### src/rtl/div_unit.sv
// div_unit -- iterative RV32M divide/remainder unit (DIV, DIVU, REM, REMU).
//
// Radix-2 restoring divider. It retires one quotient bit per cycle.
// Divide-by-zero and signed overflow (MIN / -1) complete through a
// single-cycle fast path. The result and destination index feed the
// register-file write port through writeback.
//
// Ports:
//   CLK     in   rising-edge clock
//   RESET   in   asynchronous active-high reset
//   START   in   request pulse, sampled only in IDLE or DONE
//   FUNCT   in   [1:0] 00 DIV, 01 DIVU, 10 REM, 11 REMU
//   DATA1   in   [XLEN-1:0] dividend (rs1)
//   DATA2   in   [XLEN-1:0] divisor (rs2)
//   RD_IN   in   [4:0] destination register index
//   KILL    in   synchronous flush, abandons any operation
//   BUSY    out  high while iterating (CALC)
//   VALID   out  one-cycle result strobe (never for x0)
//   RESULT  out  [XLEN-1:0] quotient or remainder, held until next DONE
//   RD_OUT  out  [4:0] destination index of RESULT

module div_unit #(
    parameter int XLEN  = 32,
    parameter int CNT_W = 6
) (
    input  logic            CLK,
    input  logic            RESET,
    input  logic            START,
    input  logic [1:0]      FUNCT,
    input  logic [XLEN-1:0] DATA1,
    input  logic [XLEN-1:0] DATA2,
    input  logic [4:0]      RD_IN,
    input  logic            KILL,
    output logic            BUSY,
    output logic            VALID,
    output logic [XLEN-1:0] RESULT,
    output logic [4:0]      RD_OUT
);

    typedef enum logic [1:0] {
        S_IDLE = 2'b00,
        S_CALC = 2'b01,
        S_DONE = 2'b10
    } state_t;

    localparam logic [XLEN-1:0] ONE     = {{(XLEN-1){1'b0}}, 1'b1};
    localparam logic [XLEN-1:0] MIN_NEG = {1'b1, {(XLEN-1){1'b0}}};

    // Two's-complement negate, wrapping modulo 2^XLEN (MIN_NEG maps to itself).
    function automatic logic [XLEN-1:0] negate(input logic [XLEN-1:0] v);
        return ~v + ONE;
    endfunction

    state_t            r_state;
    logic              r_busy;
    logic              r_valid;
    logic [XLEN-1:0]   r_result;
    logic [4:0]        r_rd_out;
    logic [CNT_W-1:0]  r_cnt;
    logic [1:0]        r_funct;
    logic [4:0]        r_rd;
    logic [XLEN-1:0]   r_rem;    // partial remainder
    logic [XLEN-1:0]   r_quo;    // dividend shifts out of the top while quotient bits enter at the bottom
    logic [XLEN-1:0]   r_dvs;    // divisor magnitude
    logic              r_squo;   // quotient must be negated
    logic              r_srem;   // remainder must be negated

    // Operand preparation at accept
    logic              w_signed;
    logic              w_s1;
    logic              w_s2;
    logic [XLEN-1:0]   w_mag1;
    logic [XLEN-1:0]   w_mag2;
    logic              w_div0;
    logic              w_ovf;
    logic [XLEN-1:0]   w_fast;

    // One restoring step
    logic [XLEN:0]     w_shift;
    logic [XLEN:0]     w_diff;
    logic              w_qbit;
    logic [XLEN-1:0]   w_rem_next;
    logic [XLEN-1:0]   w_quo_next;
    logic [XLEN-1:0]   w_raw;
    logic              w_neg;
    logic [XLEN-1:0]   w_final;

    always_comb begin
        w_signed = ~FUNCT[0];
        w_s1     = w_signed & DATA1[XLEN-1];
        w_s2     = w_signed & DATA2[XLEN-1];
        w_mag1   = w_s1 ? negate(DATA1) : DATA1;
        w_mag2   = w_s2 ? negate(DATA2) : DATA2;
        w_div0   = (DATA2 == '0);
        w_ovf    = w_signed && (DATA1 == MIN_NEG) && (DATA2 == '1);

        // Division by zero wins over overflow (divisor -1 is nonzero anyway).
        if (w_div0)
            w_fast = FUNCT[1] ? DATA1 : '1;
        else
            w_fast = FUNCT[1] ? '0 : MIN_NEG;
    end

    always_comb begin
        w_shift    = {r_rem, r_quo[XLEN-1]};
        w_diff     = w_shift - {1'b0, r_dvs};
        // A clear borrow bit means the trial subtraction stayed non-negative.
        w_qbit     = ~w_diff[XLEN];
        w_rem_next = w_qbit ? w_diff[XLEN-1:0] : w_shift[XLEN-1:0];
        w_quo_next = {r_quo[XLEN-2:0], w_qbit};

        // Final result is formed from this step's outputs so it can be
        // registered on the last iteration edge.
        w_raw      = r_funct[1] ? w_rem_next : w_quo_next;
        w_neg      = r_funct[1] ? r_srem : r_squo;
        w_final    = w_neg ? negate(w_raw) : w_raw;
    end

    always_ff @(posedge CLK or posedge RESET) begin
        if (RESET) begin
            r_state  <= S_IDLE;
            r_busy   <= 1'b0;
            r_valid  <= 1'b0;
            r_result <= '0;
            r_rd_out <= '0;
            r_cnt    <= '0;
            r_funct  <= '0;
            r_rd     <= '0;
            r_rem    <= '0;
            r_quo    <= '0;
            r_dvs    <= '0;
            r_squo   <= 1'b0;
            r_srem   <= 1'b0;
        end else if (KILL) begin
            // Flush beats any START; RESULT/RD_OUT keep the last committed value.
            r_state <= S_IDLE;
            r_busy  <= 1'b0;
            r_valid <= 1'b0;
        end else begin
            case (r_state)
                S_CALC: begin
                    r_rem <= w_rem_next;
                    r_quo <= w_quo_next;
                    r_cnt <= r_cnt + CNT_W'(1);
                    if (r_cnt == CNT_W'(XLEN - 1)) begin
                        r_state  <= S_DONE;
                        r_busy   <= 1'b0;
                        r_valid  <= (r_rd != 5'd0);
                        r_result <= w_final;
                        r_rd_out <= r_rd;
                    end
                end

                default: begin
                    // IDLE and DONE both accept; DONE otherwise falls back to IDLE.
                    r_state <= S_IDLE;
                    r_busy  <= 1'b0;
                    r_valid <= 1'b0;
                    if (START) begin
                        r_funct <= FUNCT;
                        r_rd    <= RD_IN;
                        r_squo  <= w_s1 ^ w_s2;
                        r_srem  <= w_s1;
                        if (w_div0 || w_ovf) begin
                            r_state  <= S_DONE;
                            r_valid  <= (RD_IN != 5'd0);
                            r_result <= w_fast;
                            r_rd_out <= RD_IN;
                        end else begin
                            r_state <= S_CALC;
                            r_busy  <= 1'b1;
                            r_cnt   <= '0;
                            r_rem   <= '0;
                            r_quo   <= w_mag1;
                            r_dvs   <= w_mag2;
                        end
                    end
                end
            endcase
        end
    end

    assign BUSY   = r_busy;
    assign VALID  = r_valid;
    assign RESULT = r_result;
    assign RD_OUT = r_rd_out;

endmodule

### config.mk
export PLATFORM = sky130hd
export DESIGN_NAME = div_unit
export DESIGN_NICKNAME = d
export VERILOG_FILES = /design/src/rtl/div_unit.sv
export SDC_FILE = /design/constraint.sdc
export NUM_CORES = 1
export LEC_CHECK = 0
export BUFFER_PORTS_ARGS = -buffer_cell sky130_fd_sc_hd__buf_2
export CAP_MARGIN = 20
export CORE_MARGIN = 2
export CORE_UTILIZATION = 50
export CTS_BUF_LIST = sky130_fd_sc_hd__clkbuf_16
export DETAILED_ROUTE_END_ITERATION = 7
export PLACE_DENSITY_LB_ADDON = 0.2
export SKIP_LAST_GASP = 1
export SLEW_MARGIN = 5
export SYNTH_ARGS = -nofsm -noshare
export SYNTH_HDL_FRONTEND = slang
export SYNTH_SLANG_ARGS = --single-unit
### constraint.sdc
create_clock -name CLK -period 7.05 [get_ports CLK]
set_input_delay 1.41 -clock CLK [delete_from_list [all_inputs] [get_ports CLK]]
set_output_delay 1.41 -clock CLK [all_outputs]
set_load 0.005 [all_outputs]
==> results of run 1 <==
## where the power goes
part / total [mW] / internal [mW] / switching, mW
Clock: 0.906 / 0.496 / 0.411
Sequential: 1.03 / 0.959 / 0.0752
Combinational: 0.959 / 0.339 / 0.621
Total: 2.90 / 1.79 / 1.11
## routing by layer
metal,wire length (microns),up-vias,GRT usage [%]
li1,-,5163,-
met1,16200,5142,42.8
met2,14800,432,43.0
met3,2510,60,5.13
met4,899,2,9.74
met5,9,-,0
## layout make-up
class                   instances  area share (%)
multi-input cells            1072            54.5
inverters                      88            2.70
clock buffers                  17            3.42
flip-flops and latches        150            30.2
repair buffers                124            5.21
clock inverters                15            1.17
well taps                     280            2.82
## stage by stage
step	util (%)	cell area, sq um	hold slack, ns	cells
CTS	56.8	12400	0.488	1746
finish	56.8	12400	0.486	1746
floorplan	-	11200	0.466	1391
global placement	54.2	11900	0.465	1714
detailed placement	54.2	11900	0.467	1714
global route	56.8	12400	0.509	1746
## path summary, 6_finish.rpt
check / end / from / slack [ns] / cells after the start
worst max-delay path: RESULT[26] / r_quo[31] / 1.30 / 22
worst min-delay path: RESULT[15] / RESULT[15] / 0.49 / 2
worst max register to register: RESULT[26] / r_quo[31] / 1.30 / 22
worst min register to register: RESULT[15] / RESULT[15] / 0.49 / 2
max in group asynchronous: r_funct[1] / RESET / 4.59 / 3
min in group asynchronous: r_dvs[24] / RESET / 1.20 / 2
## state kept, by name (all words and copies together) (netlist names)
register	cells
RD_OUT	5
RESULT	32
VALID	1
r_cnt	6
r_dvs	32
r_funct	1
r_quo	32
r_rd	5
r_rem	32
r_squo	1
r_srem	1
r_state	2
## cell families after synthesis
family,synth area share [%]
xor gates and xnor gates,8.70
and+or+nand+nor,18.3
buffers and inverters,5.89
muxes,2.81
DFF,33.6
AOI/OAI and AO/OA,26.4
adders and majority gates,4.32
## synth_stat cells, drive strengths merged (3+ instances only)
master,count,share of area (%)
clkbuf,64,2.2
mux2,8,0.81
dfrtp,150,34
a211o,3,0.24
or3,14,0.78
a211oi,8,0.58
a221oi,3,0.24
buf,17,0.78
a31o,4,0.31
xnor2,62,4.9
a31oi,22,1.2
and3,7,0.39
a2111oi,4,0.48
inv,88,3.0
mux2i,22,2.0
a22o,11,0.86
xor2,49,3.8
nand4,17,0.95
nand3,13,0.58
nand3b,4,0.27
nor4,12,0.67
nor2,98,3.3
nor3,44,2.0
o21ai,139,6.2
o21a,16,1.1
ha,37,4.1
or4,15,1.1
a21boi,3,0.20
or2,4,0.22
nor2b,12,0.67
nor3b,6,0.40
a21oi,129,5.8
o31a,3,0.24
o21bai,3,0.20
and2,9,0.50
o221ai,13,1.0
o41ai,5,0.46
a21o,13,0.87
o211ai,11,0.74
o31ai,14,0.94
nand2,167,5.6
nand2b,10,0.56
a222oi,30,2.7
## worst max-delay path, cell delays in order, from the launching register on
cell and delay (ns):
dfrtp_1 0.43, inv_1 0.08, ha_1 0.16, inv_1 0.06
fa_1 0.42, a211oi_1 0.30, o211ai_1 0.21, and3_1 0.23
o211ai_1 0.31, a211o_1 0.40, mux2i_1 0.27, nor2_1 0.06
a21oi_1 0.19, ha_1 0.24, o21ai_0 0.13, a211o_1 0.27
a21oi_1 0.12, a21oi_1 0.15, a2111o_1 0.51, or3_1 0.40
o31ai_1 0.30, xor2_1 0.11, a221oi_1 0.28
==> impl_metrics.csv, run 1 <==
group,metric,value,unit
clock_network,clock_latency,0.44,ns
die,rows,54,
detailed_routing,drc_errors,4,
status,violations,"DRC",
synthesis,synth_fp_nets,1504,
timing,max_freq,0.174,GHz
clock_network,path_clk_slew,0.07,ns
clock_network,numCtsBuffers,17,
clock_network,cts_resized,0,
flow_run,drv_cap,0,
worst_setup_path,startpoint_type,"flip-flop",
global_route,track_usage,29.0,%
worst_setup_path,worst_ep_arrival_time,6.08,ns
clock_network,cts-root-buf,"clkbuf_16",
timing,fin_skew,0.0122,ns
detailed_routing,ant_nets,0,
place,dp_hpwl,25600,microns
pwr,power_density,233,nW/um^2
detailed_routing,wl_per_cell,19.7,microns
cells_and_area,drive_above_1_share,12.8,%
worst_setup_path,required,7.38,ns
cells_and_area,final_common_cell,"nand2_1",
synthesis,ys_seq_elements,150,
die,coreArea,21900,sq um
pwr,total_power,2.90,mW
worst_setup_path,path_max_fanout,11,
cells_and_area,fill_cells,2060,
clock_network,postCtsSetupRepairBufs,0,
timing,hold_viol,0,
detailed_routing,first_iter_violations,1088,
detailed_routing,wl,34400,microns
synthesis,synth-edff-count,0,
worst_setup_path,cp-end-kind,"flip-flop",
detailed_routing,viasPerCell,6.18,
place,port_buffers,113,
global_route,grt_max_degree,106,
synthesis,synth_seq_area_share,33.6,%
status,status,"finished, violations left",
clock_network,cts.sinks,150,
synthesis,netlist_area,11200,sq um
timing,fin_crit,5.75,ns
place,pre_cts_slack,1.36,ns
timing,slew_violations,0,
timing,min_period_over_period,81.5,%
pwr,leakagePower,5.61,nW
synthesis,ys_async_sr_fraction,100,%
worst_setup_path,setup.worst_path.class,"flip-flop to flip-flop",
synthesis,synthFlopType,"dfrtp_1",
global_route,grt_pass1_wl,54500,microns
hold_path,min_path_type,"flip-flop to flip-flop",
die,dieArea,23600,sq um
timing,relSlewSlack,26.2,%
detailed_routing,dr.pass1.iters,8,
timing,finalSetupViolCount,0,
synthesis,avgSynthCellArea,8.03,sq um
timing,tns,0,ns
clock_network,cts_tree,"yes",
timing,rsz0062_at_grt,"false",
global_route,grt_overflow,0,
pwr,irDropWorstVdd,0.165,mV
cells_and_area,register_area,3750,sq um
place,gp_congestion,0.904,
die,dieWidth,153,microns
cells_and_area,multi_input_area,6780,sq um
clock_network,postCtsHoldBufs,0,
cells_and_area,diodes,0,
timing,worstMarginPinSlew,1.10,ns
synthesis,synthCells,1391,
die,initial_core_util,51.0,%
timing,finalWorstSetupSlack,1.30,ns
clock_network,clockBufferDepth,2,
die,ioPinCount,114,
cells_and_area,syn2layout_area_growth,11.4,%
die,die_h,153,microns
global_route,grt_pass1_vias,9999,
detailed_routing,vias,10799,
cells_and_area,fin_nets,1566,
global_route,antenna_found_initial,1,
synthesis,synth.distinct_cells,73,
synthesis,synth_warnings,0,
cells_and_area,mostFrequentLayoutCells,"nand2_1, dfrtp_1, o21ai_0, a21oi_1, buf_2",
clock_network,htreeDepth,4,
No activity file was read; power rests on OpenSTA's default activity.
==> inputs of run 2 (changes only) <==
==> constraint.sdc (replaced) <==
create_clock -name CLK -period 5.5 [get_ports CLK]
set_input_delay 1.1 -clock CLK [delete_from_list [all_inputs] [get_ports CLK]]
set_output_delay 1.1 -clock CLK [all_outputs]
set_load 0.005 [all_outputs]
==> impl_metrics.csv, run 2 (same netlist as run 1, synthesis figures left out) <==
group,metric,value,unit
cells_and_area,fill_cells,2020,
place,pre_cts_slack,0.0532,ns
die,dieArea,23600,sq um
place,placed_area,12000,sq um
die,rows,54,
global_route,grt_overflow,0,
flow_run,drv_cap,0,
timing,min_period_over_period,95.2,%
timing,fin_crit,5.23,ns
worst_setup_path,cp-end-kind,"flip-flop",
cells_and_area,multi_input_area,6820,sq um
clock_network,clock_latency,0.44,ns
timing,slew_violations,0,
global_route,grt_pass1_vias,10313,
detailed_routing,drc_errors,0,
worst_setup_path,setup.worst_path.class,"flip-flop to flip-flop",
timing,finalSetupViolCount,0,
cells_and_area,fin_nets,1590,
die,die_h,153,microns
global_route,antenna_found_initial,0,
die,ioPinCount,114,
detailed_routing,dr.pass1.iters,6,
timing,worstMarginPinSlew,1.02,ns
clock_network,numCtsBuffers,17,
cells_and_area,final_common_cell,"nand2_1",
clock_network,cts_tree,"yes",
pwr,irDropWorstVdd,0.243,mV
pwr,power_density,297,nW/um^2
detailed_routing,ant_nets,0,
timing,hold_viol,0,
hold_path,min_path_type,"flip-flop to flip-flop",
cells_and_area,diodes,0,
place,dp_hpwl,26100,microns
worst_setup_path,worst_ep_arrival_time,5.58,ns
cells_and_area,mostFrequentLayoutCells,"nand2_1, dfrtp_1, o21ai_0, a21oi_1, buf_2",
detailed_routing,vias,10842,
clock_network,cts.sinks,150,
die,coreArea,21900,sq um
detailed_routing,first_iter_violations,1206,
clock_network,htreeDepth,4,
die,initial_core_util,51.0,%
clock_network,postCtsHoldBufs,0,
clock_network,clockBufferDepth,2,
timing,rsz0062_at_grt,"false",
timing,tns,0,ns
die,dieWidth,153,microns
cells_and_area,final_util,57.9,%
cells_and_area,drive_above_1_share,14.8,%
cells_and_area,syn2layout_area_growth,13.5,%
timing,relSlewSlack,32.2,%
cells_and_area,stdcell_area,12700,sq um
worst_setup_path,startpoint_type,"flip-flop",
timing,fin_skew,0.0109,ns
worst_setup_path,path_max_fanout,5,
timing,finalWorstSetupSlack,0.267,ns
detailed_routing,wl_per_cell,19.6,microns
place,port_buffers,113,
global_route,grt_max_degree,74,
detailed_routing,wl,34700,microns
cells_and_area,register_area,3750,sq um
clock_network,path_clk_slew,0.07,ns
place,gp_congestion,0.917,
worst_setup_path,required,5.84,ns
pwr,total_power,3.77,mW
timing,max_freq,0.191,GHz
clock_network,cts-root-buf,"clkbuf_16",
status,status,"completed",
global_route,track_usage,29.5,%
global_route,grt_pass1_wl,55800,microns
detailed_routing,viasPerCell,6.13,
pwr,leakagePower,5.72,nW
-- run 2: final cells by class --
class	instances	share of cell area, %
clock buffers	17	3.36
clock inverters	15	1.24
inverters	88	2.65
multi-input cells	1072	53.8
flip-flops and latches	150	29.6
well taps	280	2.76
repair buffers	148	6.57
-- run 2: final timing paths --
| kind | slack [ns] | to | depth (start not counted) | from |
|---|---|---|---|---|
| max in group asynchronous | 3.63 | r_rem[3] | 3 | RESET |
| max | 0.27 | RESULT[26] | 22 | r_quo[31] |
| max reg2reg | 0.27 | RESULT[26] | 22 | r_quo[31] |
| min | 0.49 | RESULT[25] | 2 | RESULT[25] |
| min in group asynchronous | 0.76 | r_rem[20] | 2 | RESET |
| min reg2reg | 0.49 | RESULT[25] | 2 | RESULT[25] |
-- run 2: stage by stage --
stage,std cells,hold slack [ns]
2_1_floorplan,1391,0.466
3_3_place_gp,1732,0.464
3_5_place_dp,1732,0.469
4_1_cts,1764,0.488
5_1_grt,1770,0.513
6_report,1770,0.488
-- run 2: routing by layer --
metal / part of all wire (%) / GRT usage (%)
met2: 43 / 43.7
met3: 8.2 / 6.66
met1: 47 / 43.3
met5: 0 / 0
met4: 2.2 / 8.87
-- run 2: report_power, final --
part	internal, mW	switching (mW)
Combinational	0.451	0.799
Clock	0.642	0.545
Sequential	1.23	0.101
-- run 2: critical path: stages, from the launching register on --
cell,delay (ns)
dfrtp_1,0.38
inv_1,0.06
ha_1,0.16
inv_1,0.05
fa_1,0.43
a211oi_2,0.23
o211ai_1,0.21
and3_2,0.26
o2111a_1,0.28
a211o_1,0.32
mux2i_1,0.20
nor2_1,0.08
a21oi_2,0.14
ha_2,0.22
o21ai_0,0.12
a211o_1,0.27
a21oi_1,0.12
a21oi_1,0.14
a2111o_1,0.40
or3_4,0.39
o31ai_2,0.26
xor2_1,0.13
a221oi_2,0.27
-- run 2: what timing repair did --
| action | 4_1_cts | 5_1_grt |
|---|---|---|
| gates resized for setup | 0 | 10 |
| setup buffers | 0 | 6 |
| endpoints found under the setup margin | 0 | 6 |
==> inputs of run 3 (changes only) <==
--- a/config.mk
+++ b/config.mk
@@ -6,8 +6,7 @@
 export NUM_CORES = 1
 export LEC_CHECK = 0
 export BUFFER_PORTS_ARGS = -buffer_cell sky130_fd_sc_hd__buf_2
-export CAP_MARGIN = 20
-export CORE_MARGIN = 2
+export CORE_MARGIN = 4
 export CORE_UTILIZATION = 50
 export CTS_BUF_LIST = sky130_fd_sc_hd__clkbuf_16
 export DETAILED_ROUTE_END_ITERATION = 7
==> constraint.sdc (replaced) <==
create_clock -name CLK -period 4.5 [get_ports CLK]
set_input_delay 0.9 -clock CLK [delete_from_list [all_inputs] [get_ports CLK]]
set_output_delay 0.9 -clock CLK [all_outputs]
set_load 0.005 [all_outputs]
==> impl_metrics.csv, run 3 (same netlist as run 1, synthesis figures left out) <==
group,metric,value,unit
detailed_routing,viasPerCell,6.09,
worst_setup_path,crit_path_max_incr_delay,0.39,ns
clock_network,numCtsBuffers,17,
cells_and_area,final_util,64.8,%
cells_and_area,fin_nets,1742,
clock_network,cts_tree,"yes",
clock_network,cts-root-buf,"clkbuf_16",
die,dieWidth,157,microns
global_route,grt_max_degree,56,
timing,fin_crit,4.90,ns
global_route,grt_pass1_wl,59200,microns
global_route,gr-usage-met1,45.2,%
worst_setup_path,setup.worst_path.class,"flip-flop to flip-flop",
global_route,use_met3,6.32,%
flow_run,drv_cap,0,
cells_and_area,fill_cells,1903,
global_route,antenna_found_initial,0,
hold_path,worstHoldPathCells,2,
worst_setup_path,cp_common_cell,"a21oi_2",
cells_and_area,mostFrequentLayoutCells,"buf_4, nand2_1, dfrtp_1, o21ai_0, a21oi_1",
worst_setup_path,crit_path_top_delay_cell,"dfrtp_1",
pwr,p_sw_share,38.1,%
worst_setup_path,r2r-end,"RESULT[20]",
timing,relSlewSlack,25.2,%
worst_setup_path,startpoint_type,"flip-flop",
timing,slew_violations,0,
worst_setup_path,cp-end-kind,"flip-flop",
global_route,met2_usage,44.5,%
die,die_h,157,microns
die,coreArea,21900,sq um
detailed_routing,drc_errors,0,
pwr,internal_power,3.11,mW
worst_setup_path,reg2reg_from,"r_quo[31]",
die,initial_core_util,51.0,%
clock_network,clockBufferDepth,2,
pwr,power_density,354,nW/um^2
worst_setup_path,crit_buf_inv,3,
worst_setup_path,r2r_slack,-0.40,ns
pwr,irDropWorstVdd,0.291,mV
hold_path,min_path_type,"flip-flop to flip-flop",
clock_network,postCtsHoldBufs,0,
worst_setup_path,path_max_fanout,3,
global_route,grt_pass1_vias,10917,
worst_setup_path,worstPathCellList,"inv_1 > ha_2 > inv_2 > fa_2 > a211oi_2 > o211ai_1 > and3_1 > o2111a_1 > a211o_4 > mux2i_4 > nor2_2 > a21oi_2 > ha_2 > o21ai_2 > a211o_1 > a21oi_2 > a21oi_2 > a2111o_1 > or3_4 > buf_6 > o21ai_2 > xor2_1 > o221ai_1",
pwr,seqPwrFrac,32.5,%
status,violations,"setup timing",
pwr,power_frac_comb,39.4,%
place,dp_hpwl,27700,microns
hold_path,min_from,"RESULT[4]",
detailed_routing,vias,11699,
worst_setup_path,worstRegToRegCells,23,
timing,max_freq,0.204,GHz
worst_setup_path,worst_ep_arrival_time,5.17,ns
detailed_routing,first_iter_violations,1197,
timing,finalWorstSetupSlack,-0.398,ns
clock_network,cts.sinks,150,
die,dieArea,24800,sq um
timing,finalSetupViolCount,14,
detailed_routing,dr.pass1.iters,8,
cells_and_area,diodes,0,
global_route,top_usage_layer,"met1",
cells_and_area,final_common_cell,"buf_4",
pwr,total_power,5.02,mW
clock_network,clock_latency,0.43,ns
worst_setup_path,path_delay_family,"compound AO/OA/AOI/OAI gates",
pwr,switching_power,1.91,mW
hold_path,hold_end,"RESULT[4]",
timing,rsz0062_at_grt,"true",
timing,worstMarginPinSlew,1.12,ns
clock_network,htreeDepth,4,
pwr,leakagePower,6.56,nW
timing,hold_viol,0,
detailed_routing,wl_per_cell,19.5,microns
cells_and_area,multi_input_area,7120,sq um
timing,min_period_over_period,109,%
place,gp_congestion,0.967,
cells_and_area,syn2layout_area_growth,27.0,%
detailed_routing,wl,37400,microns
place,port_buffers,113,
timing,fin_skew,0.00888,ns
clock_network,path_clk_slew,0.07,ns
cells_and_area,drive_above_1_share,25.0,%
worst_setup_path,required,4.78,ns
cells_and_area,register_area,3750,sq um
pwr,clockPowerShare,28.1,%
status,status,"finished, violations left",
global_route,track_usage,30.0,%
global_route,grt_overflow,0,
die,rows,54,
detailed_routing,ant_nets,0,
die,ioPinCount,114,
[run 3: how the worst max path moves through the flow]
stage,from,to,slack [ns],depth (start not counted)
2_1_floorplan,r_quo[31],RESULT[26],-0.51,25
3_3_place_gp,r_quo[31],RESULT[26],-0.25,22
3_5_place_dp,r_quo[31],RESULT[26],-0.48,21
4_1_cts,r_quo[31],RESULT[26],-0.30,22
5_1_grt,r_quo[31],RESULT[20],-0.64,23
6_report,r_quo[31],RESULT[20],-0.40,23
[run 3: power by group through the flow]
| stage | Clock [mW] | Combinational (mW) | Sequential (mW) |
|---|---|---|---|
| 3_5_place_dp | 0 | 1.72 | 1.65 |
| 4_1_cts | 1.43 | 1.85 | 1.63 |
| 5_1_grt | 1.49 | 2.14 | 1.65 |
| 3_3_place_gp | 0 | 1.70 | 1.64 |
| 6_report | 1.41 | 1.98 | 1.63 |
| 2_1_floorplan | 0 | 1.08 | 1.60 |
[run 3: cell type report]
class	instances	area share, %
Sequential cell	150	26.5
Inverter	88	2.35
Timing Repair Buffer	300	14.5
Clock inverter	15	1.05
Tap cell	280	2.47
Multi-Input combinational cell	1072	50.2
Clock buffer	17	3.00
[run 3: worst min-delay path: stages, from the launching register on]
cell     delay, ns
dfrtp_1       0.34
nand2_1       0.04
o21ai_0       0.06
[run 3: repair_timing]
item	CTS	global route
hold endpoints to repair	0	0
gates resized for setup	31	36
buffers inserted	23	9
endpoints found under the setup margin	16	23
cloned	0	0
pin swaps	16	19
[run 3: layer usage]
| layer | vias to the layer above | part of all wire [%] |
|---|---|---|
| li1 | 5505 | - |
| met1 | 5526 | 46 |
| met2 | 599 | 43 |
| met3 | 69 | 9.3 |
| met4 | 0 | 2.1 |
| met5 | - | 0 |
[run 3: metrics by stage]
step	cells	setup slack, ns	cell area (sq um)	hold slack [ns]	TNS [ns]
after global routing	1922	-0.637	14200	0.514	-5.92
final	1922	-0.398	14200	0.480	-2.62
after detailed placement	1860	-0.483	13000	0.468	-3.75
after CTS	1914	-0.296	13900	0.487	-2.25
after global placement	1860	-0.251	13000	0.462	-1.21
after floorplan	1391	-0.514	11200	0.466	-2.07
